### src/rtl/instruction_encoder.sv
// Streaming MIPS-subset encoder: packs op/field tuples into 32-bit words and
// queues them, each tagged with its instruction-memory word address.
module instruction_encoder #(
    parameter int ADDR_W = 8,
    parameter int DEPTH  = 4
) (
    input  logic                       clk,
    input  logic                       rst,
    input  logic                       flush,
    input  logic                       in_valid,
    output logic                       in_ready,
    input  logic [3:0]                 in_op,
    input  logic [4:0]                 in_rs,
    input  logic [4:0]                 in_rt,
    input  logic [4:0]                 in_rd,
    input  logic [4:0]                 in_shamt,
    input  logic [15:0]                in_imm,
    input  logic [25:0]                in_adr,
    output logic                       out_valid,
    input  logic                       out_ready,
    output logic [31:0]                out_instr,
    output logic [ADDR_W-1:0]          out_addr,
    output logic                       illegal,
    output logic                       wrapped,
    output logic [$clog2(DEPTH):0]     level
);

    localparam int PW = $clog2(DEPTH);
    localparam logic [PW:0] FULL_LVL = (PW+1)'(DEPTH);

    logic [31:0]       instrMem_q [DEPTH];
    logic [ADDR_W-1:0] addrMem_q  [DEPTH];
    logic [PW-1:0]     rdPtr_q, rdPtr_d, wrPtr_q, wrPtr_d;
    logic [PW:0]       count_q, count_d;
    logic [ADDR_W-1:0] addrCnt_q, addrCnt_d;
    logic              illegal_q, illegal_d, wrapped_q, wrapped_d;

    logic [31:0] encWord;
    logic        opLegal, accept, push, pop;

    always_comb begin
        encWord = '0;
        opLegal = 1'b1;
        case (in_op)
            4'd0:    encWord = {6'h00, in_rs, in_rt, in_rd, in_shamt, 6'h20};
            4'd1:    encWord = {6'h00, in_rs, in_rt, in_rd, in_shamt, 6'h21};
            4'd2:    encWord = {6'h00, in_rs, in_rt, in_rd, in_shamt, 6'h22};
            4'd3:    encWord = {6'h00, in_rs, in_rt, in_rd, in_shamt, 6'h24};
            4'd4:    encWord = {6'h08, in_rs, in_rt, in_imm};
            4'd5:    encWord = {6'h23, in_rs, in_rt, in_imm};
            4'd6:    encWord = {6'h2B, in_rs, in_rt, in_imm};
            4'd7:    encWord = {6'h04, in_rs, in_rt, in_imm};
            4'd8:    encWord = {6'h02, in_adr};
            default: opLegal = 1'b0;
        endcase
    end

    assign in_ready  = (count_q != FULL_LVL);
    assign out_valid = (count_q != '0);
    assign accept    = in_valid & in_ready;
    // Illegal ops complete the handshake but never reach the queue.
    assign push      = accept & opLegal & ~flush;
    assign pop       = out_valid & out_ready & ~flush;

    always_comb begin
        rdPtr_d   = rdPtr_q;
        wrPtr_d   = wrPtr_q;
        count_d   = count_q;
        addrCnt_d = addrCnt_q;
        illegal_d = illegal_q;
        wrapped_d = wrapped_q;
        if (flush) begin
            rdPtr_d   = '0;
            wrPtr_d   = '0;
            count_d   = '0;
            addrCnt_d = '0;
            illegal_d = 1'b0;
            wrapped_d = 1'b0;
        end else begin
            if (accept && !opLegal) begin
                illegal_d = 1'b1;
            end
            if (push) begin
                wrPtr_d   = wrPtr_q + PW'(1);
                addrCnt_d = addrCnt_q + ADDR_W'(1);
                if (addrCnt_q == '1) begin
                    wrapped_d = 1'b1;
                end
            end
            if (pop) begin
                rdPtr_d = rdPtr_q + PW'(1);
            end
            case ({push, pop})
                2'b10:   count_d = count_q + (PW+1)'(1);
                2'b01:   count_d = count_q - (PW+1)'(1);
                default: count_d = count_q;
            endcase
        end
    end

    always_ff @(posedge clk or posedge rst) begin
        if (rst) begin
            rdPtr_q   <= '0;
            wrPtr_q   <= '0;
            count_q   <= '0;
            addrCnt_q <= '0;
            illegal_q <= 1'b0;
            wrapped_q <= 1'b0;
        end else begin
            rdPtr_q   <= rdPtr_d;
            wrPtr_q   <= wrPtr_d;
            count_q   <= count_d;
            addrCnt_q <= addrCnt_d;
            illegal_q <= illegal_d;
            wrapped_q <= wrapped_d;
        end
    end

    always_ff @(posedge clk or posedge rst) begin
        if (rst) begin
            for (int i = 0; i < DEPTH; i++) begin
                instrMem_q[i] <= '0;
                addrMem_q[i]  <= '0;
            end
        end else if (push) begin
            instrMem_q[wrPtr_q] <= encWord;
            addrMem_q[wrPtr_q]  <= addrCnt_q;
        end
    end

    // Head fields read as zero when empty so stale entries never show.
    assign out_instr = out_valid ? instrMem_q[rdPtr_q] : '0;
    assign out_addr  = out_valid ? addrMem_q[rdPtr_q]  : '0;
    assign illegal   = illegal_q;
    assign wrapped   = wrapped_q;
    assign level     = count_q;

endmodule

### config.mk
export PLATFORM = sky130hd
export DESIGN_NAME = instruction_encoder
export DESIGN_NICKNAME = d
export VERILOG_FILES = /design/src/rtl/instruction_encoder.sv
export SDC_FILE = /design/constraint.sdc
export NUM_CORES = 1
export LEC_CHECK = 0
export BUFFER_PORTS_ARGS = -buffer_cell sky130_fd_sc_hd__buf_2
export CORE_MARGIN = 5
export CORE_UTILIZATION = 45
export CTS_CLUSTER_SIZE = 20
export DETAILED_ROUTE_END_ITERATION = 8
export GPL_TIMING_DRIVEN = 0
export PLACE_DENSITY = 0.71
export SETUP_SLACK_MARGIN = 0.2
export SLEW_MARGIN = 25
export SYNTH_ARGS = -nofsm -noshare
export SYNTH_HDL_FRONTEND = slang
export SYNTH_SLANG_ARGS = --single-unit
### constraint.sdc
create_clock -name clk -period 5.2 [get_ports clk]
set_input_delay 1.04 -clock clk [delete_from_list [all_inputs] [get_ports clk]]
set_output_delay 1.04 -clock clk [all_outputs]
set_load 0.01 [all_outputs]
==> summary.txt, run 1 <==
Outcome
  – Status: completed

Layout
  – Finished Cell Area: 9997 µm²
  – Commonest non-fill, non-tap cell in the layout: dfrtp_1
  – # diodes: 0
  – Layout cell share with drive strength beyond 1: 48.75%
  – Most frequent cells in the layout: dfrtp_1, buf_2, mux2_2
  – Syn-to-layout area delta: 18.23%
  – # nets final: 821
  – Non-filler cells, final: 991

Place
  – GP Congestion: 0.8281
  – Area after DPL: 9434 µm²
  – PortBufs: 114
  – Dpl hpwl: 13900 µm
  – DP Cell Count: 959

Worst setup path
  – Critical Path Sink Type: primary output
  – Slowest-stage cell, CP: buf_1
  – Crit Path Category: flop to primary output
  – CP Max Fanout: 10
  – Setup crit start kind: flop
  – Cell Chain, Critical Path: clkbuf_1 > buf_1 > mux4_2 > and2_1 > buf_4 > buf_2
  – CP Data Required Time: 4.16 ns
  – Crit path DAT: 2.82 ns
  – Slowest Stage Delay on Critical Path: 0.60 ns

Timing
  – Fmax: 0.2592 GHz
  – Fin Setup TNS: 0 ns
  – Post-layout min period: 3.858 ns
  – Tcrit/Tclk final: 74.20%
  – RSZ-0062 raised after global routing: no
  – Final Slew Violations: 0
  – Slew margin rel.: 48.15%
  – Max Clock Skew: 0.008806 ns
  – Endpoints failing setup: 0
  – Fin. Hold Viols: 0
  – Worst Tran Pin Value: 0.7778 ns

Job
  – Max Cap Violations: 0

Floorplan
  – Top Ports: 118
  – Core area: 18580 µm²
  – Rows: 50
  – Die Y: 147.1 µm
  – Die area: 21630 µm²
  – Die Wd: 147.1 µm
  – Initial Util: 45.51%

Clock network
  – Clock sinks: 169
  – CTS buffer count: 17
  – Post-CTS setup repair buffer count: 0
  – Hold_buf cts: 0
  – Post_cts resized: 0
  – Clk slew on worst S/H paths: 0.07 ns
  – H-tree levels: 4
  – Worst-Skew Late Latency: 0.43 ns
  – Max clock buf depth: 2
  – CTS root buf: clkbuf_16
  – CTS tree: built

Synthesis
  – Synth Instances: 605
  – Unique masters post-synth: 40
  – Largest area contributor in the netlist: dfrtp_1
  – Synth warnings: 0
  – #FFs+latches synth: 169
  – Post-synthesis sequential area ratio: 50.01%
  – Cell Area, Synth: 8456 µm²
  – Synth area leaders: dfrtp_1, mux2_2, mux4_2
  – Syn_nets: 682
  – Top cell type's share of synthesized area: 50.01%
  – Syn Area/Cell: 13.98 µm²

Detailed routing
  – Post-route ant nets: 0
  – Final wirelength: 19090 µm
  – WL per Instance: 19.26 µm
  – DR pass1 iterations: 4
  – Via-per-instance ratio: 5.351
  – Drt first-iter violations: 211
  – Via count: 5303
  – DRC viols: 0

Global route
  – Initial antenna violation count: 1
  – GR Overflow Total: 0
  – Vias in the first global route: 5866
  – First-pass GRT wire length: 31070 µm
  – Largest net degree at the start of global routing: 37
  – Tot GR Track Use: 18.31%

Power
  – Power Dens Cells: 420.7 nW/µm²
  – Peak VDD IR: 275.7 µV
  – Leak: 5.028 nW

Min path
  – Hold Path Class: flop to flop
[sequential cells by signal (all words and copies together), names as in the netlist]
register    cells
rdPtr_q         2
illegal         1
level           3
wrapped         1
wrPtr_q         2
instrMem_q    120
addrCnt_q       8
addrMem_q      32
[routing by layer]
metal,up-vias,GRT usage [%],routed length [µm]
met5,-,0,16
met4,2,6.337,337
met3,26,4.411,789
met2,102,30.97,9717
met1,2727,23.15,8227
li1,2446,-,-
[cell type report]
class                      instances  area (µm²)
multi-input combinational        377        3914
timing repair buffer             120       675.6
sequential                       169        4229
tap                              234       292.8
inverter                          16       63.81
clock buffer                      19       442.9
clock inverter                    13       120.1
buffer                            43       259.0
fill                            1493        8583
[worst max-delay path: cells and delay by family (launching register included)]
family / cells / cell delay, ns
flip-flops: 1 / 0.40
buffers and inverters: 4 / 1.37
AND/OR/NAND/NOR: 1 / 0.21
multiplexers: 1 / 0.42
[cell usage after synthesis]
cell	number
a21oi_1	1
a22o_1	2
a31oi_1	3
and2_1	39
and3_1	3
and3b_1	1
buf_1	2
buf_2	6
buf_4	6
buf_6	9
clkbuf_1	20
conb_1	1
dfrtp_1	169
fa_1	1
ha_1	5
inv_1	16
mux2_1	1
mux2_2	114
mux2_4	40
mux2i_1	16
mux4_2	38
nand2_1	29
nand2b_1	3
nand3_1	2
nand3_2	1
nand4_1	3
nor2_1	19
nor2b_1	7
nor3_1	2
nor3b_1	2
nor4_1	1
nor4b_1	1
nor4b_2	1
o21ai_0	23
o31a_1	1
o31ai_1	4
or2_2	1
or3_1	2
xnor2_1	6
xor2_1	4
[metrics by stage]
step,setup WS (ns),hold slack (ns),total power [W],utilization (%)
finish,1.342,0.4898,0.004206,53.80
global route,1.231,0.5090,0.004430,53.80
CTS,1.325,0.4941,0.004251,53.80
detailed placement,1.374,0.4801,0.003036,50.77
global placement,1.222,0.4699,0.002959,50.18
floorplan,2.005,0.4595,0.002600,-
[kinds of logic (layout without fill, tap and decap cells)]
family          count (synthesis)  count (layout)  share of synthesized area, %
flops                         169             169                         50.01
simple gates                  117             117                         7.413
mux                           209             209                         34.43
other cells                     1               1                       0.04435
compound gates                 34              34                         2.308
fa+ha+maj                       6               6                        0.9766
xor+xnor                       10              10                         1.036
buf+inv                        59             211                         3.773
[path summary, 6_finish.rpt]
check	slack [ns]	end	start	depth (start not counted)
hold / removal	0.49	instrMem_q[103]$_DFFE_PP0P_	instrMem_q[103]$_DFFE_PP0P_	1
max in group asynchronous	3.82	instrMem_q[83]$_DFFE_PP0P_	rst	4
setup reg to reg	2.57	level[2]$_DFFE_PP0P_	level[1]$_DFFE_PP0P_	8
hold reg to reg	0.49	instrMem_q[103]$_DFFE_PP0P_	instrMem_q[103]$_DFFE_PP0P_	1
min in group asynchronous	0.64	addrMem_q[24]$_DFFE_PP0P_	rst	2
setup / recovery	1.34	out_instr[31]	rdPtr_q[1]$_DFFE_PP0P_	6
[power by group]
| group | switching, W | internal [W] | total [W] |
|---|---|---|---|
| registers | 0.000150 | 0.00158 | 0.00173 |
| logic | 0.000602 | 0.000664 | 0.00127 |
| clock network | 0.000534 | 0.000675 | 0.00121 |
| total | 0.00129 | 0.00292 | 0.00421 |
Power figures use the tool's default switching activity.
==> inputs of run 2 (changes only) <==
--- a/config.mk
+++ b/config.mk
@@ -11,7 +11,7 @@
 export CTS_CLUSTER_SIZE = 20
 export DETAILED_ROUTE_END_ITERATION = 8
 export GPL_TIMING_DRIVEN = 0
-export PLACE_DENSITY = 0.71
+export PLACE_DENSITY = 0.68
 export SETUP_SLACK_MARGIN = 0.2
 export SLEW_MARGIN = 25
 export SYNTH_ARGS = -nofsm -noshare
==> constraint.sdc (replaced) <==
create_clock -name clk -period 3.77 [get_ports clk]
set_input_delay 0.754 -clock clk [delete_from_list [all_inputs] [get_ports clk]]
set_output_delay 0.754 -clock clk [all_outputs]
set_load 0.01 [all_outputs]
==> summary.txt, run 2 (same netlist as run 1, synthesis figures left out) <==
Worst setup path
  – Critical Path Sink Type: primary output (unchanged)
  – R2r worst-path depth: 8 (unchanged)
  – Crit Path Category: flop to primary output (unchanged)
  – Crit path DAT: 2.66 ns (was 2.82 ns)
  – Slowest Stage Delay on Critical Path: 0.58 ns (was 0.60 ns)
  – Slowest-stage cell, CP: clkbuf_1 (was buf_1)
  – CP delay by family, top: buffers and inverters (unchanged)
  – CP Data Required Time: 3.02 ns (was 4.16 ns)
  – Setup crit start kind: flop (unchanged)
  – CP dominant cell by count: buf_2
  – Cell Chain, Critical Path: clkbuf_1 > buf_2 > mux4_2 > and2_1 > buf_4 > buf_2 (was clkbuf_1 > buf_1 > mux4_2 > and2_1 > buf_4 > buf_2)
  – Worst R2R Setup Slack: 1.19 ns (was 2.57 ns)
  – FF-to-FF Start: level[1]$_DFFE_PP0P_ (unchanged)
  – Terminus of the critical flop-to-flop path: level[2]$_DFFE_PP0P_ (unchanged)
  – Buf/Inv on CP: 4 (unchanged)
  – CP Max Fanout: 10 (unchanged)

Timing
  – Post-layout min period: 3.409 ns
  – WHS: 0.2816 ns (was 0.4898 ns)
  – Endpoints failing setup: 0 (unchanged)
  – Worst Tran Pin Value: 0.7935 ns (was 0.7778 ns)
  – Fmax: 0.2933 GHz
  – Slew margin rel.: 47.10% (was 48.15%)
  – Fin. Hold Viols: 0 (unchanged)
  – Fin Setup TNS: 0 ns (unchanged)
  – Tcrit/Tclk final: 90.43%
  – RSZ-0062 raised after global routing: no (unchanged)
  – Final Slew Violations: 0 (unchanged)
  – Max Clock Skew: 0.008086 ns (was 0.008806 ns)
  – Worst setup margin: 0.3607 ns (was 1.342 ns)

Clock network
  – H-tree levels: 4 (unchanged)
  – Post-CTS setup repair buffer count: 0 (unchanged)
  – Clock sinks: 169 (unchanged)
  – Clk slew on worst S/H paths: 0.06 ns (was 0.07 ns)
  – CTS root buf: clkbuf_16 (unchanged)
  – CTS buffer count: 17 (unchanged)
  – Max clock buf depth: 2 (unchanged)
  – Worst-Skew Late Latency: 0.42 ns (was 0.43 ns)
  – CTS tree: built (unchanged)

Place
  – PortBufs: 114 (unchanged)
  – Pre-CTS setup slack: 0.2934 ns (was 1.374 ns)
  – GP Congestion: 0.7801 (was 0.8281)
  – Dpl hpwl: 13860 µm (was 13900 µm)

Detailed routing
  – WL per Instance: 19.49 µm (was 19.26 µm)
  – DRC viols: 0 (unchanged)
  – Via count: 5343 (was 5303)
  – DR pass1 iterations: 4 (unchanged)
  – Final wirelength: 19250 µm (was 19090 µm)
  – Post-route ant nets: 0 (unchanged)
  – Drt first-iter violations: 182 (was 211)
  – Via-per-instance ratio: 5.408 (was 5.351)

Global route
  – Tot GR Track Use: 18.67% (was 18.31%)
  – First-pass GRT wire length: 31890 µm (was 31070 µm)
  – GRT busiest layer: met2 (unchanged)
  – GR Layer Usage met3: 4.380% (was 4.411%)
  – Largest net degree at the start of global routing: 37 (unchanged)
  – Vias in the first global route: 6000 (was 5866)
  – Initial antenna violation count: 0 (was 1)
  – Met1 Usage GRT: 25.03% (was 23.15%)
  – Grt met2 use: 30.69% (was 30.97%)
  – GR Overflow Total: 0 (unchanged)

Outcome
  – Status: completed (unchanged)

Power
  – Power Dens Cells: 583.6 nW/µm² (was 420.7 nW/µm²)
  – Leak: 5.042 nW (was 5.028 nW)
  – Peak VDD IR: 350.7 µV (was 275.7 µV)

Layout
  – # nets final: 821 (unchanged)
  – Commonest non-fill, non-tap cell in the layout: dfrtp_1 (unchanged)
  – Syn-to-layout area delta: 18.29% (was 18.23%)
  – Register area: 4229 µm² (unchanged)
  – Layout cell share with drive strength beyond 1: 48.81% (was 48.75%)
  – Most frequent cells in the layout: dfrtp_1, buf_2, mux2_2 (unchanged)
  – Largest register FFs: 120 (unchanged)
  – Fill cells: 1521 (was 1493)
  – Top flop regs: instrMem_q (120), addrMem_q (32), addrCnt_q (8) (unchanged)
  – Multi-input logic area: 3914 µm² (unchanged)
  – Top reg by flops: instrMem_q (unchanged)
  – # diodes: 0 (unchanged)

Floorplan
  – Top Ports: 118 (unchanged)
  – Die area: 21630 µm² (unchanged)
  – Rows: 50 (unchanged)
  – Core area: 18580 µm² (unchanged)
  – Initial Util: 45.51% (unchanged)
  – Die Wd: 147.1 µm (unchanged)
  – Die Y: 147.1 µm (unchanged)

Min path
  – Hold Path Class: primary input to async pin (was flop to flop)

Job
  – Max Cap Violations: 0 (unchanged)
-- run 2: layer usage --
metal  up-vias  routed length, µm
met5         -                  0
met3        26                825
met4         0                244
met1      2781               8634
li1       2422                  -
met2       114               9549
-- run 2: worst max path at each step --
stage                                       from                         to  slack, ns  depth (start not counted)
final                     rdPtr_q[1]$_DFFE_PP0P_              out_instr[31]       0.36                          6
after global routing      rdPtr_q[1]$_DFFE_PP0P_              out_instr[31]       0.27                          6
after CTS                 rdPtr_q[1]$_DFFE_PP0P_              out_instr[31]       0.36                          6
after detailed placement                in_op[0]       level[2]$_DFFE_PP0P_       0.29                          9
after global placement                       rst  addrMem_q[20]$_DFFE_PP0P_       0.09                          2
after floorplan                              rst   addrCnt_q[0]$_DFFE_PP0P_       0.86                          1
-- run 2: final cells by class --
class / count / area share [%]
plain buffers: 43 / 2.602
multi-input cells: 377 / 39.13
clock buffers: 20 / 4.666
clock inverters: 9 / 1.001
inverters: 16 / 0.6380
flip-flops and latches: 169 / 42.28
repair buffers: 120 / 6.755
well taps: 234 / 2.927
-- run 2: report_power, final --
| part | leakage, nW | switching [W] | internal, W | total (W) |
|---|---|---|---|---|
| Combinational | 2.47 | 0.000837 | 0.000917 | 0.00175 |
| Sequential | 2.30 | 0.000203 | 0.00218 | 0.00239 |
| Clock | 0.279 | 0.000687 | 0.00101 | 0.00170 |
-- run 2: worst register-to-register path, cell delays in order, from the launching register on --
cell	delay, ns
dfrtp_1	0.44
nor3b_1	0.49
inv_1	0.20
nand3_2	0.26
nor3b_1	0.29
fa_1	0.24
nor2_1	0.05
mux2i_1	0.16
mux2_2	0.34
-- run 2: repair_timing --
action / 4_1_cts / 5_1_grt
resized for setup: 1 / 0
hold buffers: 0 / 0
endpoints found under the setup margin: 1 / 0
-- run 2: metrics by stage --
stage	util, %	area, µm²	total power (W)	instances
final	53.83	10000	0.005837	988
after global routing	53.83	10000	0.006154	988
after CTS	53.83	10000	0.005904	988
after detailed placement	50.77	9434	0.004201	959
after global placement	50.18	9323	0.004101	953
after floorplan	-	8459	0.003586	605
